`src/rtl/id_ex_pipe_reg.sv`:
```
`default_nettype none
//==============================================================================
// Module      : id_ex_pipe_reg
// Description : ID/EX pipeline register for a 5-stage MIPS core.
//               It carries the decoded operands, register addresses and the
//               control bundle from the decode stage into the execute stage.
//               It also provides:
//                 - a valid bit
//                 - stall hold, and flush-to-bubble
//                 - memory of a flush that arrives while stalled
//                 - load-use hazard detection
//                 - a saturating count of inserted bubbles
// Ports       : clk, rst_n            - clock (rising edge), async active-low
//                                       reset
//               id_*                  - decode-stage instruction fields
//               stall, flush          - pipeline control from downstream/branch
//               ex_*                  - registered fields presented to EX
//               hazard_stall          - load-use hazard, freeze PC and IF/ID
//               flush_pending         - flush seen during a stall, not applied
//               bubble_cnt            - saturating count of bubbles inserted
// Revision    : 1.0 - initial release
//==============================================================================
module id_ex_pipe_reg #(
   parameter int DATA_W    = 32,
   parameter int REG_AW    = 5,
   parameter int CTRL_W    = 8,
   parameter int MEMRD_BIT = 3,
   parameter int CNT_W     = 16
) (
   input  logic              clk,
   input  logic              rst_n,
   // decode stage
   input  logic              id_valid,
   input  logic [DATA_W-1:0] id_b,
   input  logic [DATA_W-1:0] id_rd1,
   input  logic [DATA_W-1:0] id_rd2,
   input  logic [DATA_W-1:0] id_se,
   input  logic [DATA_W-1:0] id_offset,
   input  logic [REG_AW-1:0] id_rs,
   input  logic [REG_AW-1:0] id_rt,
   input  logic [REG_AW-1:0] id_rd,
   input  logic              id_uses_rs,
   input  logic              id_uses_rt,
   input  logic [CTRL_W-1:0] id_ctrl,
   // pipeline control
   input  logic              stall,
   input  logic              flush,
   // execute stage
   output logic              ex_valid,
   output logic [DATA_W-1:0] ex_b,
   output logic [DATA_W-1:0] ex_rd1,
   output logic [DATA_W-1:0] ex_rd2,
   output logic [DATA_W-1:0] ex_se,
   output logic [DATA_W-1:0] ex_offset,
   output logic [REG_AW-1:0] ex_rs,
   output logic [REG_AW-1:0] ex_rt,
   output logic [REG_AW-1:0] ex_rd,
   output logic [CTRL_W-1:0] ex_ctrl,
   // status
   output logic              hazard_stall,
   output logic              flush_pending,
   output logic [CNT_W-1:0]  bubble_cnt
);

   localparam logic [CNT_W-1:0]  c_CNT_ONE = {{(CNT_W-1){1'b0}}, 1'b1};
   localparam logic [CNT_W-1:0]  c_CNT_MAX = {CNT_W{1'b1}};
   localparam logic [REG_AW-1:0] c_REG_ZERO = '0;

   // registered stage contents
   logic              valid_q,   valid_d;
   logic [DATA_W-1:0] b_q,       b_d;
   logic [DATA_W-1:0] rd1_q,     rd1_d;
   logic [DATA_W-1:0] rd2_q,     rd2_d;
   logic [DATA_W-1:0] se_q,      se_d;
   logic [DATA_W-1:0] offset_q,  offset_d;
   logic [REG_AW-1:0] rs_q,      rs_d;
   logic [REG_AW-1:0] rt_q,      rt_d;
   logic [REG_AW-1:0] rd_q,      rd_d;
   logic [CTRL_W-1:0] ctrl_q,    ctrl_d;
   logic              pend_q,    pend_d;
   logic [CNT_W-1:0]  cnt_q,     cnt_d;

   logic              w_rs_match;
   logic              w_rt_match;
   logic              w_hazard;
   logic [CNT_W-1:0]  w_cnt_inc;

   //---------------------------------------------------------------------------
   // Load-use hazard: the instruction in EX is a load whose destination (rt)
   // is a source of the instruction in ID. Register 0 is hard-wired to zero,
   // so a load targeting it can never create a real dependency.
   //---------------------------------------------------------------------------
   assign w_rs_match = id_uses_rs & (id_rs == rt_q);
   assign w_rt_match = id_uses_rt & (id_rt == rt_q);
   assign w_hazard   = id_valid & valid_q & ctrl_q[MEMRD_BIT] &
                       (rt_q != c_REG_ZERO) & (w_rs_match | w_rt_match);

   // saturating increment: stick at all-ones instead of wrapping
   assign w_cnt_inc  = (cnt_q == c_CNT_MAX) ? cnt_q : (cnt_q + c_CNT_ONE);

   //---------------------------------------------------------------------------
   // Next-state selection, highest priority first:
   //   stall       -> hold everything, remember a flush for later
   //   flush/pend  -> bubble, pending flush consumed
   //   hazard      -> bubble, ID keeps the same instruction for next cycle
   //   otherwise   -> load ID fields
   //---------------------------------------------------------------------------
   always_comb begin
      valid_d  = valid_q;
      b_d      = b_q;
      rd1_d    = rd1_q;
      rd2_d    = rd2_q;
      se_d     = se_q;
      offset_d = offset_q;
      rs_d     = rs_q;
      rt_d     = rt_q;
      rd_d     = rd_q;
      ctrl_d   = ctrl_q;
      pend_d   = pend_q;
      cnt_d    = cnt_q;

      if (stall) begin
         if (flush) begin
            pend_d = 1'b1;
         end
      end else if (flush || pend_q || w_hazard) begin
         // A bubble clears every field, so no stale write-enable or operand
         // survives into later stages. Flush and hazard together still give a
         // single bubble.
         valid_d  = 1'b0;
         b_d      = '0;
         rd1_d    = '0;
         rd2_d    = '0;
         se_d     = '0;
         offset_d = '0;
         rs_d     = '0;
         rt_d     = '0;
         rd_d     = '0;
         ctrl_d   = '0;
         pend_d   = 1'b0;
         cnt_d    = w_cnt_inc;
      end else begin
         valid_d  = id_valid;
         b_d      = id_b;
         rd1_d    = id_rd1;
         rd2_d    = id_rd2;
         se_d     = id_se;
         offset_d = id_offset;
         rs_d     = id_rs;
         rt_d     = id_rt;
         rd_d     = id_rd;
         ctrl_d   = id_ctrl;
      end
   end

   always_ff @(posedge clk or negedge rst_n) begin
      if (!rst_n) begin
         valid_q  <= 1'b0;
         b_q      <= '0;
         rd1_q    <= '0;
         rd2_q    <= '0;
         se_q     <= '0;
         offset_q <= '0;
         rs_q     <= '0;
         rt_q     <= '0;
         rd_q     <= '0;
         ctrl_q   <= '0;
         pend_q   <= 1'b0;
         cnt_q    <= '0;
      end else begin
         valid_q  <= valid_d;
         b_q      <= b_d;
         rd1_q    <= rd1_d;
         rd2_q    <= rd2_d;
         se_q     <= se_d;
         offset_q <= offset_d;
         rs_q     <= rs_d;
         rt_q     <= rt_d;
         rd_q     <= rd_d;
         ctrl_q   <= ctrl_d;
         pend_q   <= pend_d;
         cnt_q    <= cnt_d;
      end
   end

   assign ex_valid      = valid_q;
   assign ex_b          = b_q;
   assign ex_rd1        = rd1_q;
   assign ex_rd2        = rd2_q;
   assign ex_se         = se_q;
   assign ex_offset     = offset_q;
   assign ex_rs         = rs_q;
   assign ex_rt         = rt_q;
   assign ex_rd         = rd_q;
   assign ex_ctrl       = ctrl_q;
   assign hazard_stall  = w_hazard;
   assign flush_pending = pend_q;
   assign bubble_cnt    = cnt_q;

endmodule
`default_nettype wire
```
`config.mk`:
```
export PLATFORM = sky130hd
export DESIGN_NAME = id_ex_pipe_reg
export DESIGN_NICKNAME = d
export VERILOG_FILES = /design/src/rtl/id_ex_pipe_reg.sv
export SDC_FILE = /design/constraint.sdc
export NUM_CORES = 1
export LEC_CHECK = 0
export BUFFER_PORTS_ARGS = -buffer_cell sky130_fd_sc_hd__buf_2
export CORE_AREA = 2 2 153 155
export CTS_CLUSTER_DIAMETER = 60
export DETAILED_ROUTE_END_ITERATION = 6
export DIE_AREA = 0 0 155 157
export PLACE_DENSITY = 0.66
export SKIP_LAST_GASP = 1
export SLEW_MARGIN = 0
export SYNTH_ARGS = -nofsm -noshare
export SYNTH_HDL_FRONTEND = slang
export SYNTH_SLANG_ARGS = --single-unit
```
`constraint.sdc`:
```
create_clock -name clk -period 2.9 [get_ports clk]
set_clock_uncertainty 0.15 [all_clocks]
set_input_delay 0.145 -clock clk [delete_from_list [all_inputs] [get_ports clk]]
set_output_delay 0.145 -clock clk [all_outputs]
set_load 0.03 [all_outputs]
```
==> results.toml, run 1 <==
[clock_network]
cts_resized = 0
htree_num_levels = 1
cts-root-buf = "clkbuf_16"
clk-insertion-delay-late_ns = 0.50
clk_pin_slew_ns = 0.06
tritoncts = "done"
cts_buffers = 22
clock-sinks = 201
clock_path_buffers = 3

[detailed_routing]
totalWireLength_microns = 25100
drt-wirelength-per-cell_microns = 18.3
detail_route.first_pass.iterations = 4
drt-initial-drc-count = 346
wl_met1_microns = 10200
route.detailed.vias_per_inst = 4.92
top_signal_layer_used = "met4"
antenna_left = 0
drc_violations_left = 0
wl_met2_microns = 12200
detailroute.via_count = 6763
routed-wl-met3_microns = 1840

[sta]
maxSlewHeadroom = 0.532
finalSetupViolations = 0
final.period_utilization = 0.898
grt_setup_unrepaired = "false"
fin_setup_tns_ns = 0
max_freq_mhz = 384
fin_crit_ns = 2.61
pins_over_slew_limit = 0
hold_viol_final = 0
worst-slew-pin-transition_ns = 0.702

[worst_setup_path]
startpoint_type = "register"
crit_arrival_ns = 2.87
critical_path_peak_fanout = 87
rr_worst_depth = 6
cp_data_required_time_ns = 3.17
timing_worst_setup_path_type = "reg -> reg"
worstReg2RegEnd = "ex_rd2[2]$_DFFE_PN0N_"
r2r-start = "ex_rt[0]$_DFFE_PN0N_"
reg2reg_slack_ns = 0.29
cp-end-kind = "register"

[die]
chipHeight_microns = 157
dieArea_sq_um = 24300
initial_core_util = 0.326
design.portCount = 392
floorplan.core_area_sq_um = 22500
number_of_standard_cell_rows_in_the_floorplan = 55
die_width_microns = 155

[synth]
synthDistinctLibCells = 27
synth_flop_cell = "dfrtp_1"
synth-edff-count = 0
yosysWarningCount = 0
syn-instance-count = 503
syn_nets = 694
synth_area_per_cell_sq_um = 14.6
number_of_synthesized_register_bits = 201
proportion_of_synthesized_chip_area_in_sequential_cells = 0.685
share_of_synthesized_registers_carrying_an_async_set_or_reset = 1.00
syn_area_sq_um = 7340

[cells_and_area]
areaGrowthSynthToFinish_pct = 65.4
most_common_library_cell_in_the_layout_ignoring_fill_and_taps = "buf_2"
final_cell_mix = "buf_2 (389), dfrtp_1 (201), dlygate4sd3_1 (186), a22o_1 (184), clkbuf_16 (23)"
filler_cells_inserted = 1824
nNetsFinal = 1263
post_route_cells_drive_above_1_share = 0.401
final_standard_cell_utilization_of_the_core = 0.540

[power_and_ir_drop]
vdd.ir_drop.worst_mv = 0.451
powerDensity_nw_per_um2 = 608
cellLeakagePower_nw = 6.48

[placed_design]
io_buffer_count = 391
gpl.final_weighted_congestion = 0.806
post-dp-hpwl_microns = 15500

[hold_path]
hold_path.startpoint = "stall"
hold_path.class = "in -> reg"
holdPathEnd = "ex_se[31]$_DFFE_PN0N_"
worst_hold_path.num_cells = 2

[global_route]
number_of_global_route_vias_before_repair = 7007
grt_max_degree = 88
grt_antenna_before_repair = 3
overflow = 0
global_route.usage.total = 0.196
grt_first_pass_wirelength_microns = 38200

[run_status]
status = "finished clean"

[flow_run]
max-cap-violations = 0
per-layer routing:
metal | vias up | GRT usage
met4 | 0 | 0.0789
met2 | 313 | 0.322
met1 | 3321 | 0.248
li1 | 3074 | -
met3 | 55 | 0.0496
met5 | - | 0
worst max-delay path, cell delays in order, from the launching register on:
cell	delay [ns]
dfrtp_1	0.43
or4_1	0.54
o2111ai_1	0.29
nor2_1	0.12
nor4_4	0.31
buf_12	0.36
a22o_1	0.22
layout make-up:
class,instances,area (sq um),area share
tap,285,357,0.0294
clock inverter,7,42.5,0.00350
inverter,2,7.51,0.000618
clock buffer,30,622,0.0512
antenna,5,12.5,0.00103
multi-input combinational,258,2120,0.175
timing repair buffer,587,3950,0.325
sequential,201,5030,0.414
metrics by stage:
| stage | total power, W | setup WS (ns) | instance area (sq um) | hold WS, ns | instances |
|---|---|---|---|---|---|
| global placement | 0.00461 | 0.435 | 9600 | 0.0812 | 1147 |
| detailed placement | 0.00463 | 0.359 | 9600 | 0.0802 | 1147 |
| floorplan | 0.00406 | 0.369 | 7340 | -0.301 | 503 |
| CTS | 0.00746 | 0.356 | 12100 | 0.0923 | 1370 |
| global route | 0.00770 | 0.184 | 12100 | 0.113 | 1372 |
| finish | 0.00738 | 0.295 | 12100 | 0.0900 | 1375 |
where the power goes:
group,internal [W],leakage [nW],switching (W)
Clock,0.00150,0.320,0.00109
Combinational,0.000626,3.49,0.000936
Sequential,0.00304,2.66,0.000194
synth_stat cells (all sizes together) (2+ instances only):
master	instances	area share
a22o	184	0.22
and3	2	0.0017
buf	20	0.013
clkbuf	22	0.011
dfrtp	201	0.69
inv	2	0.0010
nand2	3	0.0015
nand3	8	0.0055
nand4	4	0.0034
nor2	12	0.0061
nor3	4	0.0027
nor4	4	0.0055
or3	2	0.0017
xnor2	4	0.0048
xor2	21	0.025
state kept, by name, summed over array words and instances, names as in the netlist:
signal	cells
ex_rd1	32
ex_offset	32
ex_valid	1
ex_rd2	32
ex_rd	5
ex_se	32
bubble_cnt	16
ex_ctrl	8
ex_rt	5
ex_rs	5
flush_pending	1
ex_b	32
timing repair:
action / 4_1_cts / 5_1_grt
setup buffers: 0 / 0
hold buffers: 186 / 0
hold endpoints to repair: 265 / 0
setup endpoints to repair: 0 / 0
worst max-delay path by stage:
stage / start / to / slack [ns]
after detailed placement: ex_rt[3]$_DFFE_PN0N_ / ex_se[17]$_DFFE_PN0N_ / 0.36
final: ex_rt[0]$_DFFE_PN0N_ / ex_rd2[2]$_DFFE_PN0N_ / 0.29
after global placement: ex_rt[0]$_DFFE_PN0N_ / ex_se[20]$_DFFE_PN0N_ / 0.43
after global routing: ex_rt[0]$_DFFE_PN0N_ / ex_rd2[2]$_DFFE_PN0N_ / 0.18
after floorplan: ex_rt[3]$_DFFE_PN0N_ / ex_rd1[0]$_DFFE_PN0N_ / 0.37
after CTS: ex_rt[0]$_DFFE_PN0N_ / ex_se[17]$_DFFE_PN0N_ / 0.36
logic make-up after synthesis:
family / share of synthesized area
AO/OA/AOI/OAI: 0.223
AND/OR/NAND/NOR: 0.0332
adder cells (fa/ha/maj): 0.00170
flip-flops: 0.685
multiplexers: 0.00153
XOR/XNOR: 0.0298
buffers and inverters: 0.0257
Power figures use the tool's default switching activity.
==> run 2: changes to the inputs <==
--- a/config.mk
+++ b/config.mk
@@ -5,12 +5,14 @@
 export SDC_FILE = /design/constraint.sdc
 export NUM_CORES = 1
 export LEC_CHECK = 0
-export BUFFER_PORTS_ARGS = -buffer_cell sky130_fd_sc_hd__buf_2
+export BUFFER_PORTS_ARGS = -buffer_cell sky130_fd_sc_hd__clkbuf_2
 export CORE_AREA = 2 2 153 155
 export CTS_CLUSTER_DIAMETER = 60
 export DETAILED_ROUTE_END_ITERATION = 6
 export DIE_AREA = 0 0 155 157
+export HOLD_SLACK_MARGIN = 0.1
 export PLACE_DENSITY = 0.66
+export RECOVER_POWER = 25
 export SKIP_LAST_GASP = 1
 export SLEW_MARGIN = 0
 export SYNTH_ARGS = -nofsm -noshare
==> run 2 against run 1 <==
Register-to-register slack lost 0.12 ns. Highest routed layer unchanged. Flip-flop and latch count is the same. Critical path type unchanged. Routed wire length grew 0.48%.
==> results.toml, run 2 (synthesis results as in run 1) <==
[cells_and_area]
areaGrowthSynthToFinish_pct = 67.8
post_route_cells_drive_above_1_share = 0.403
nNetsFinal = 1269
most_common_library_cell_in_the_layout_ignoring_fill_and_taps = "clkbuf_2"
final_cell_mix = "clkbuf_2 (389), dfrtp_1 (201), dlygate4sd3_1 (191), a22o_1 (184), clkbuf_16 (23)"
final_cell_count_no_fill = 1382

[clock_network]
htree_num_levels = 1
cts-root-buf = "clkbuf_16"
clock_path_buffers = 3
tritoncts = "done"
cts_buffers = 23
clock-sinks = 201
postCtsSetupBuffers = 0
clk_pin_slew_ns = 0.06
clk-insertion-delay-late_ns = 0.51

[sta]
finalSetupViolations = 0
finalWorstSetupSlack_ns = 0.174
fin_setup_tns_ns = 0
grt_setup_unrepaired = "false"
final.period_utilization = 0.940
worst-slew-pin-transition_ns = 1.44
fin_crit_ns = 2.73
hold_viol_final = 0
hold_ws_ns = 0.246
maxSlewHeadroom = 0.0375
max_freq_mhz = 367
pins_over_slew_limit = 0

[worst_setup_path]
critical_path_peak_fanout = 5
cp-end-kind = "register"
crit_arrival_ns = 3.01
timing_worst_setup_path_type = "reg -> reg"
critPathMaxStageDelay_ns = 0.54
path_cells = "or4_1, o2111ai_1, nor2_1, nor4_4, buf_4, a22o_1, dlygate4sd3_1"
cp_data_required_time_ns = 3.18
startpoint_type = "register"
cp_slowest_cell = "dlygate4sd3_1"

[power_and_ir_drop]
sw_frac_of_total = 0.292
cellLeakagePower_nw = 6.50
tot_pwr_w = 0.00787
powerDensity_nw_per_um2 = 639
clock_power_share = 0.389
vdd.ir_drop.worst_mv = 0.465
total_switching_power_w = 0.00230
combPwrFrac = 0.199
power.share.sequential = 0.413
internal_pwr_total_w = 0.00558

[detailed_routing]
totalWireLength_microns = 25200
detail_route.first_pass.iterations = 4
drc_violations_left = 0
drt-wirelength-per-cell_microns = 18.3
antenna_left = 0
drt-initial-drc-count = 410
route.detailed.vias_per_inst = 4.92
detailroute.via_count = 6799

[global_route]
number_of_global_route_vias_before_repair = 6932
overflow = 0
grt_max_degree = 123
global_route.usage.total = 0.194
grt_first_pass_wirelength_microns = 37800
grt_antenna_before_repair = 1

[die]
number_of_standard_cell_rows_in_the_floorplan = 55
chipHeight_microns = 157
die_width_microns = 155
initial_core_util = 0.326
floorplan.core_area_sq_um = 22500
dieArea_sq_um = 24300
design.portCount = 392

[placed_design]
io_buffer_count = 391
numPlacedInstances = 1146
detailedPlace.worstSlack_ns = 0.348
gpl.final_weighted_congestion = 0.804
post-dp-hpwl_microns = 15400

[run_status]
status = "finished clean"

[flow_run]
max-cap-violations = 0

[hold_path]
hold_path.class = "in -> reg"
==> run 2: changes by cell type in the layout (fill, tap and decap cells not counted), moves of 3 or more <==
| cell | before | now |
|---|---|---|
| diode_2 | 5 | 2 |
| clkbuf_2 | 0 | 389 |
| buf_2 | 389 | 2 |
| bufinv_16 | 0 | 3 |
| buf_4 | 7 | 4 |
| clkbuf_8 | 3 | 7 |
| dlygate4sd3_1 | 186 | 191 |
==> run 2: through the flow <==
step | area, sq um | utilization
floorplan | 7340 | -
global placement | 9620 | 0.427
detailed placement | 9620 | 0.427
CTS | 12400 | 0.550
global route | 12300 | 0.547
finish | 12300 | 0.547
==> run 2: cell type report <==
class                   count  area, sq um
clock inverters            10          140
repair buffers            592         3980
well taps                 285          357
inverters                   2         7.51
fillers                  1814        10200
clock buffers              32          679
diodes                      2         5.00
multi-input cells         258         2120
flip-flops and latches    201         5030
==> run 2: routing by layer <==
| layer | track usage | part of all wire | vias up |
|---|---|---|---|
| li1 | - | - | 3082 |
| met1 | 0.243 | 0.40 | 3322 |
| met2 | 0.330 | 0.49 | 341 |
| met3 | 0.0430 | 0.075 | 54 |
| met4 | 0.0741 | 0.035 | 0 |
| met5 | 0 | 0 | - |
==> run 2: path summary, 6_finish.rpt <==
path	from	end	slack, ns	cells past startpoint
setup / recovery	ex_rt[0]$_DFFE_PN0N_	ex_rd1[22]$_DFFE_PN0N_	0.17	7
hold / removal	id_rd1[0]	ex_rd1[0]$_DFFE_PN0N_	0.25	3
setup reg to reg	ex_rt[0]$_DFFE_PN0N_	ex_rd1[22]$_DFFE_PN0N_	0.17	7
hold reg to reg	ex_rd2[7]$_DFFE_PN0N_	ex_rd2[7]$_DFFE_PN0N_	0.36	1
max in group asynchronous	rst_n	ex_rd1[17]$_DFFE_PN0N_	0.40	4
min in group asynchronous	rst_n	ex_b[22]$_DFFE_PN0N_	0.87	4
==> run 2: critical path, delay by kind of cell (launching register included) <==
family | cells | cell delay [ns]
buffers and inverters | 2 | 0.75
AO/OA/AOI/OAI | 2 | 0.41
flip-flops | 1 | 0.43
AND/OR/NAND/NOR | 3 | 0.92
==> run 2: power by group through the flow <==
stage / Clock, W / Sequential (W) / Combinational (W)
2_1_floorplan: 0 / 0.00373 / 0.000329
3_3_place_gp: 0 / 0.00328 / 0.00133
3_5_place_dp: 0 / 0.00328 / 0.00135
4_1_cts: 0.00313 / 0.00324 / 0.00157
5_1_grt: 0.00326 / 0.00328 / 0.00165
6_report: 0.00306 / 0.00325 / 0.00156
==> run 2: what timing repair did <==
action / 4_1_cts / 5_1_grt
endpoints found under the hold margin: 386 / 0
gates resized for setup: 0 / 0
hold buffers: 192 / 0
endpoints found under the setup margin: 0 / 0
==> run 3: changes to the inputs <==
--- a/config.mk
+++ b/config.mk
@@ -13,6 +13,7 @@
 export HOLD_SLACK_MARGIN = 0.1
 export PLACE_DENSITY = 0.66
 export RECOVER_POWER = 25
+export REMOVE_ABC_BUFFERS = 1
 export SKIP_LAST_GASP = 1
 export SLEW_MARGIN = 0
 export SYNTH_ARGS = -nofsm -noshare
==> run 3 against run 2 <==
The run now fails in 4_1_cts. Area after synthesis stayed put. Synthesized cell count stayed put.
==> results.toml, run 3 <==
[die]
initial_core_util = 0.326
chipHeight_microns = 157
number_of_standard_cell_rows_in_the_floorplan = 55
die_width_microns = 155
design.portCount = 392

[synth]
synth_xor_xnor_area_share = 0.0298
synth.largest_area_cell = "dfrtp_1"
post_synthesis_share_of_cell_area_spent_on_full_adders_half_adders_and_majority_gates = 0.00170
synth_area_per_cell_sq_um = 14.6
yosys.area_share.simple = 0.0332
synth-edff-count = 0
syn-instance-count = 503
synthDistinctLibCells = 27
syn_area_sq_um = 7340
synth_top_area_share = 0.685
yosys-top-cells-count = "dfrtp_1 (201), a22o_1 (184), clkbuf_1 (22)"
dominant_combinational_cell_family_by_area_after_synthesis = "compound AO/OA/AOI/OAI gates"
post_synth_mux_area_share = 0.00153
number_of_synthesized_register_bits = 201
synth.area.top_cells = "dfrtp_1 (69%), a22o_1 (22%), xor2_1 (2.5%)"
synthMostInstantiatedCell = "dfrtp_1"
synth_flop_cell = "dfrtp_1"
share_of_synthesized_registers_carrying_an_async_set_or_reset = 1.00
synth_compound_area_frac = 0.223
proportion_of_synthesized_chip_area_in_sequential_cells = 0.685
yosysWarningCount = 0

[clock_network]
clock-sinks = 201
postCtsSetupBuffers = 0
cts_buffers = 23
htree_num_levels = 1
cts_resized = 0
cts-root-buf = "clkbuf_16"
clock_path_buffers = 3
cts.hold.buffers_added = 240

[run_status]
status = "aborted with a tool error"
terminating_stage_of_the_flow = "4_1_cts"
flow.first_error = "[ERROR RSZ-0060] Max buffer count reached."

[placed_design]
gpl.final_weighted_congestion = 0.788
io_buffer_count = 391
post-dp-hpwl_microns = 14700
run 3: kinds of logic after synthesis:
| kind of cell | count (synthesis) |
|---|---|
| AO/OA/AOI/OAI | 187 |
| flip-flops | 201 |
| buffers and inverters | 44 |
| XOR/XNOR | 25 |
| adder cells (fa/ha/maj) | 1 |
| multiplexers | 1 |
| AND/OR/NAND/NOR | 44 |
run 3: per-stage QoR:
| stage | worst slack [ns] | hold slack, ns | cell area, sq um | util | std cells |
|---|---|---|---|---|---|
| floorplan | -3.42 | -0.301 | 7160 | - | 461 |
| global placement | 0.475 | 0.0583 | 9660 | 0.429 | 1148 |
| detailed placement | 0.406 | 0.0614 | 9660 | 0.429 | 1148 |
==> run 4: changes to the inputs <==
--- a/config.mk
+++ b/config.mk
@@ -6,12 +6,10 @@
 export NUM_CORES = 1
 export LEC_CHECK = 0
 export BUFFER_PORTS_ARGS = -buffer_cell sky130_fd_sc_hd__clkbuf_2
-export CORE_AREA = 2 2 153 155
-export CTS_CLUSTER_DIAMETER = 60
+export CORE_MARGIN = 2
+export CORE_UTILIZATION = 29
 export DETAILED_ROUTE_END_ITERATION = 6
-export DIE_AREA = 0 0 155 157
-export HOLD_SLACK_MARGIN = 0.1
-export PLACE_DENSITY = 0.66
+export PLACE_DENSITY_LB_ADDON = 0.15
 export RECOVER_POWER = 25
 export REMOVE_ABC_BUFFERS = 1
 export SKIP_LAST_GASP = 1
==> run 4 against run 3 <==
The flow now finishes, with violations (capacitance limit, slew limit).
==> results.toml, run 4 (synthesis results as in run 1) <==
[worst_setup_path]
cp-end-kind = "register"
path_cells = "or4_1, o2111ai_2, nor2_1, nor4_4, buf_4, clkbuf_16, a22o_1, dlygate4sd3_1"
critPathMaxStageDelay_ns = 0.56
rr_worst_depth = 8
cp.depth = 8
timing_worst_setup_path_type = "reg -> reg"
critical_path_peak_fanout = 17
crit_arrival_ns = 3.13
cp_data_required_time_ns = 3.19
cpLargestDelayFamily = "buffers and inverters"
worstPathBufferInverterCount = 3
startpoint_type = "register"
cp_slowest_cell = "or4_1"

[power_and_ir_drop]
powerDensity_nw_per_um2 = 628
tot_pwr_w = 0.00797
vdd.ir_drop.worst_mv = 0.378
cellLeakagePower_nw = 6.68

[detailed_routing]
detail_route.first_pass.iterations = 4
drt-wirelength-per-cell_microns = 17.1
antenna_left = 0
route.detailed.vias_per_inst = 4.61
detailroute.via_count = 6694
drc_violations_left = 0
drt-initial-drc-count = 463
totalWireLength_microns = 24800

[cells_and_area]
final_cell_mix = "clkbuf_2 (390), dlygate4sd3_1 (214), dfrtp_1 (201), a22o_1 (184), clkbuf_16 (26)"
n_antenna_cell = 0
post_route_cells_drive_above_1_share = 0.396
areaGrowthSynthToFinish_pct = 72.8
nNetsFinal = 1297
final_cell_area_sq_um = 12700
most_common_library_cell_in_the_layout_ignoring_fill_and_taps = "clkbuf_2"

[sta]
finalSetupViolations = 0
hold_viol_final = 0
max_freq_mhz = 353
grt_setup_unrepaired = "false"
fin_crit_ns = 2.83
worst-slew-pin-transition_ns = 1.99
finalWorstSetupSlack_ns = 0.0669
hold_ws_ns = 0.240
pins_over_slew_limit = 77
final.period_utilization = 0.977
maxSlewHeadroom = -0.329

[clock_network]
tritoncts = "done"
clock_path_buffers = 3
cts-root-buf = "clkbuf_16"
clk_pin_slew_ns = 0.06
htree_num_levels = 1
cts_buffers = 25
clock-sinks = 201
clk-insertion-delay-late_ns = 0.51

[die]
design.portCount = 392
floorplan.core_area_sq_um = 25000
dieArea_sq_um = 26600
initial_core_util = 0.293
die_width_microns = 163
chipHeight_microns = 163
number_of_standard_cell_rows_in_the_floorplan = 58

[run_status]
violations = "capacitance limit, slew limit"
status = "complete, but fails checks"

[placed_design]
dpl_cell_area_sq_um = 9700
post-dp-hpwl_microns = 15700
gpl.final_weighted_congestion = 0.769
io_buffer_count = 391
detailedPlace.worstSlack_ns = 0.369

[flow_run]
max-cap-violations = 1

[global_route]
global_route.usage.total = 0.178
number_of_global_route_vias_before_repair = 6810
grt_max_degree = 151
grt_antenna_before_repair = 0
grt_first_pass_wirelength_microns = 37600
overflow = 0

[hold_path]
worst_hold_path.num_cells = 3
hold_path.class = "in -> reg"
## run 4: final cells by class
class	instances	area (sq um)
fill	2240	12300
sequential	201	5030
timing repair buffer	618	4280
multi-input combinational	258	2130
clock buffer	35	703
tap	330	413
clock inverter	8	128
inverter	2	7.51
## run 4: path summary, 6_finish.rpt
check,startpoint,endpoint,slack (ns)
worst max-delay path,ex_rt[0]$_DFFE_PN0N_,ex_offset[14]$_DFFE_PN0N_,0.07
worst min-delay path,id_offset[23],ex_offset[23]$_DFFE_PN0N_,0.24
worst max register to register,ex_rt[0]$_DFFE_PN0N_,ex_offset[14]$_DFFE_PN0N_,0.07
worst min register to register,ex_se[14]$_DFFE_PN0N_,ex_se[14]$_DFFE_PN0N_,0.35
max in group asynchronous,rst_n,bubble_cnt[11]$_DFFE_PN0P_,0.49
min in group asynchronous,rst_n,ex_se[30]$_DFFE_PN0N_,0.59
## run 4: power by group
group,switching [W],total (W),internal [W]
combinational,0.000942,0.00160,0.000658
clock,0.00118,0.00313,0.00195
sequential,0.000190,0.00323,0.00304
## run 4: metal layers
metal	share of wire	up-vias	global-route usage
li1	-	3125	-
met1	0.41	3269	0.227
met2	0.50	257	0.304
met3	0.062	43	0.0361
met4	0.029	0	0.0551
met5	0	-	0
## run 4: metrics by stage
| stage | setup TNS (ns) | util | std cells |
|---|---|---|---|
| 2_1_floorplan | -629.83 | - | 461 |
| 3_3_place_gp | 0 | 0.387 | 1192 |
| 3_5_place_dp | 0 | 0.387 | 1192 |
| 4_1_cts | 0 | 0.506 | 1449 |
| 5_1_grt | 0 | 0.507 | 1452 |
| 6_report | 0 | 0.507 | 1452 |
## run 4: tightest hold or removal path, delay by kind of cell
family	cells	cell delay, ns
AO/OA/AOI/OAI	1	0.11
buffers and inverters	2	0.61
## run 4: repair_timing
item | in CTS | in global routing
hold buffers | 214 | 0
hold endpoints to repair | 259 | 0
endpoints found under the setup margin | 0 | 10
gates resized for setup | 0 | 1
buffers inserted | 0 | 2
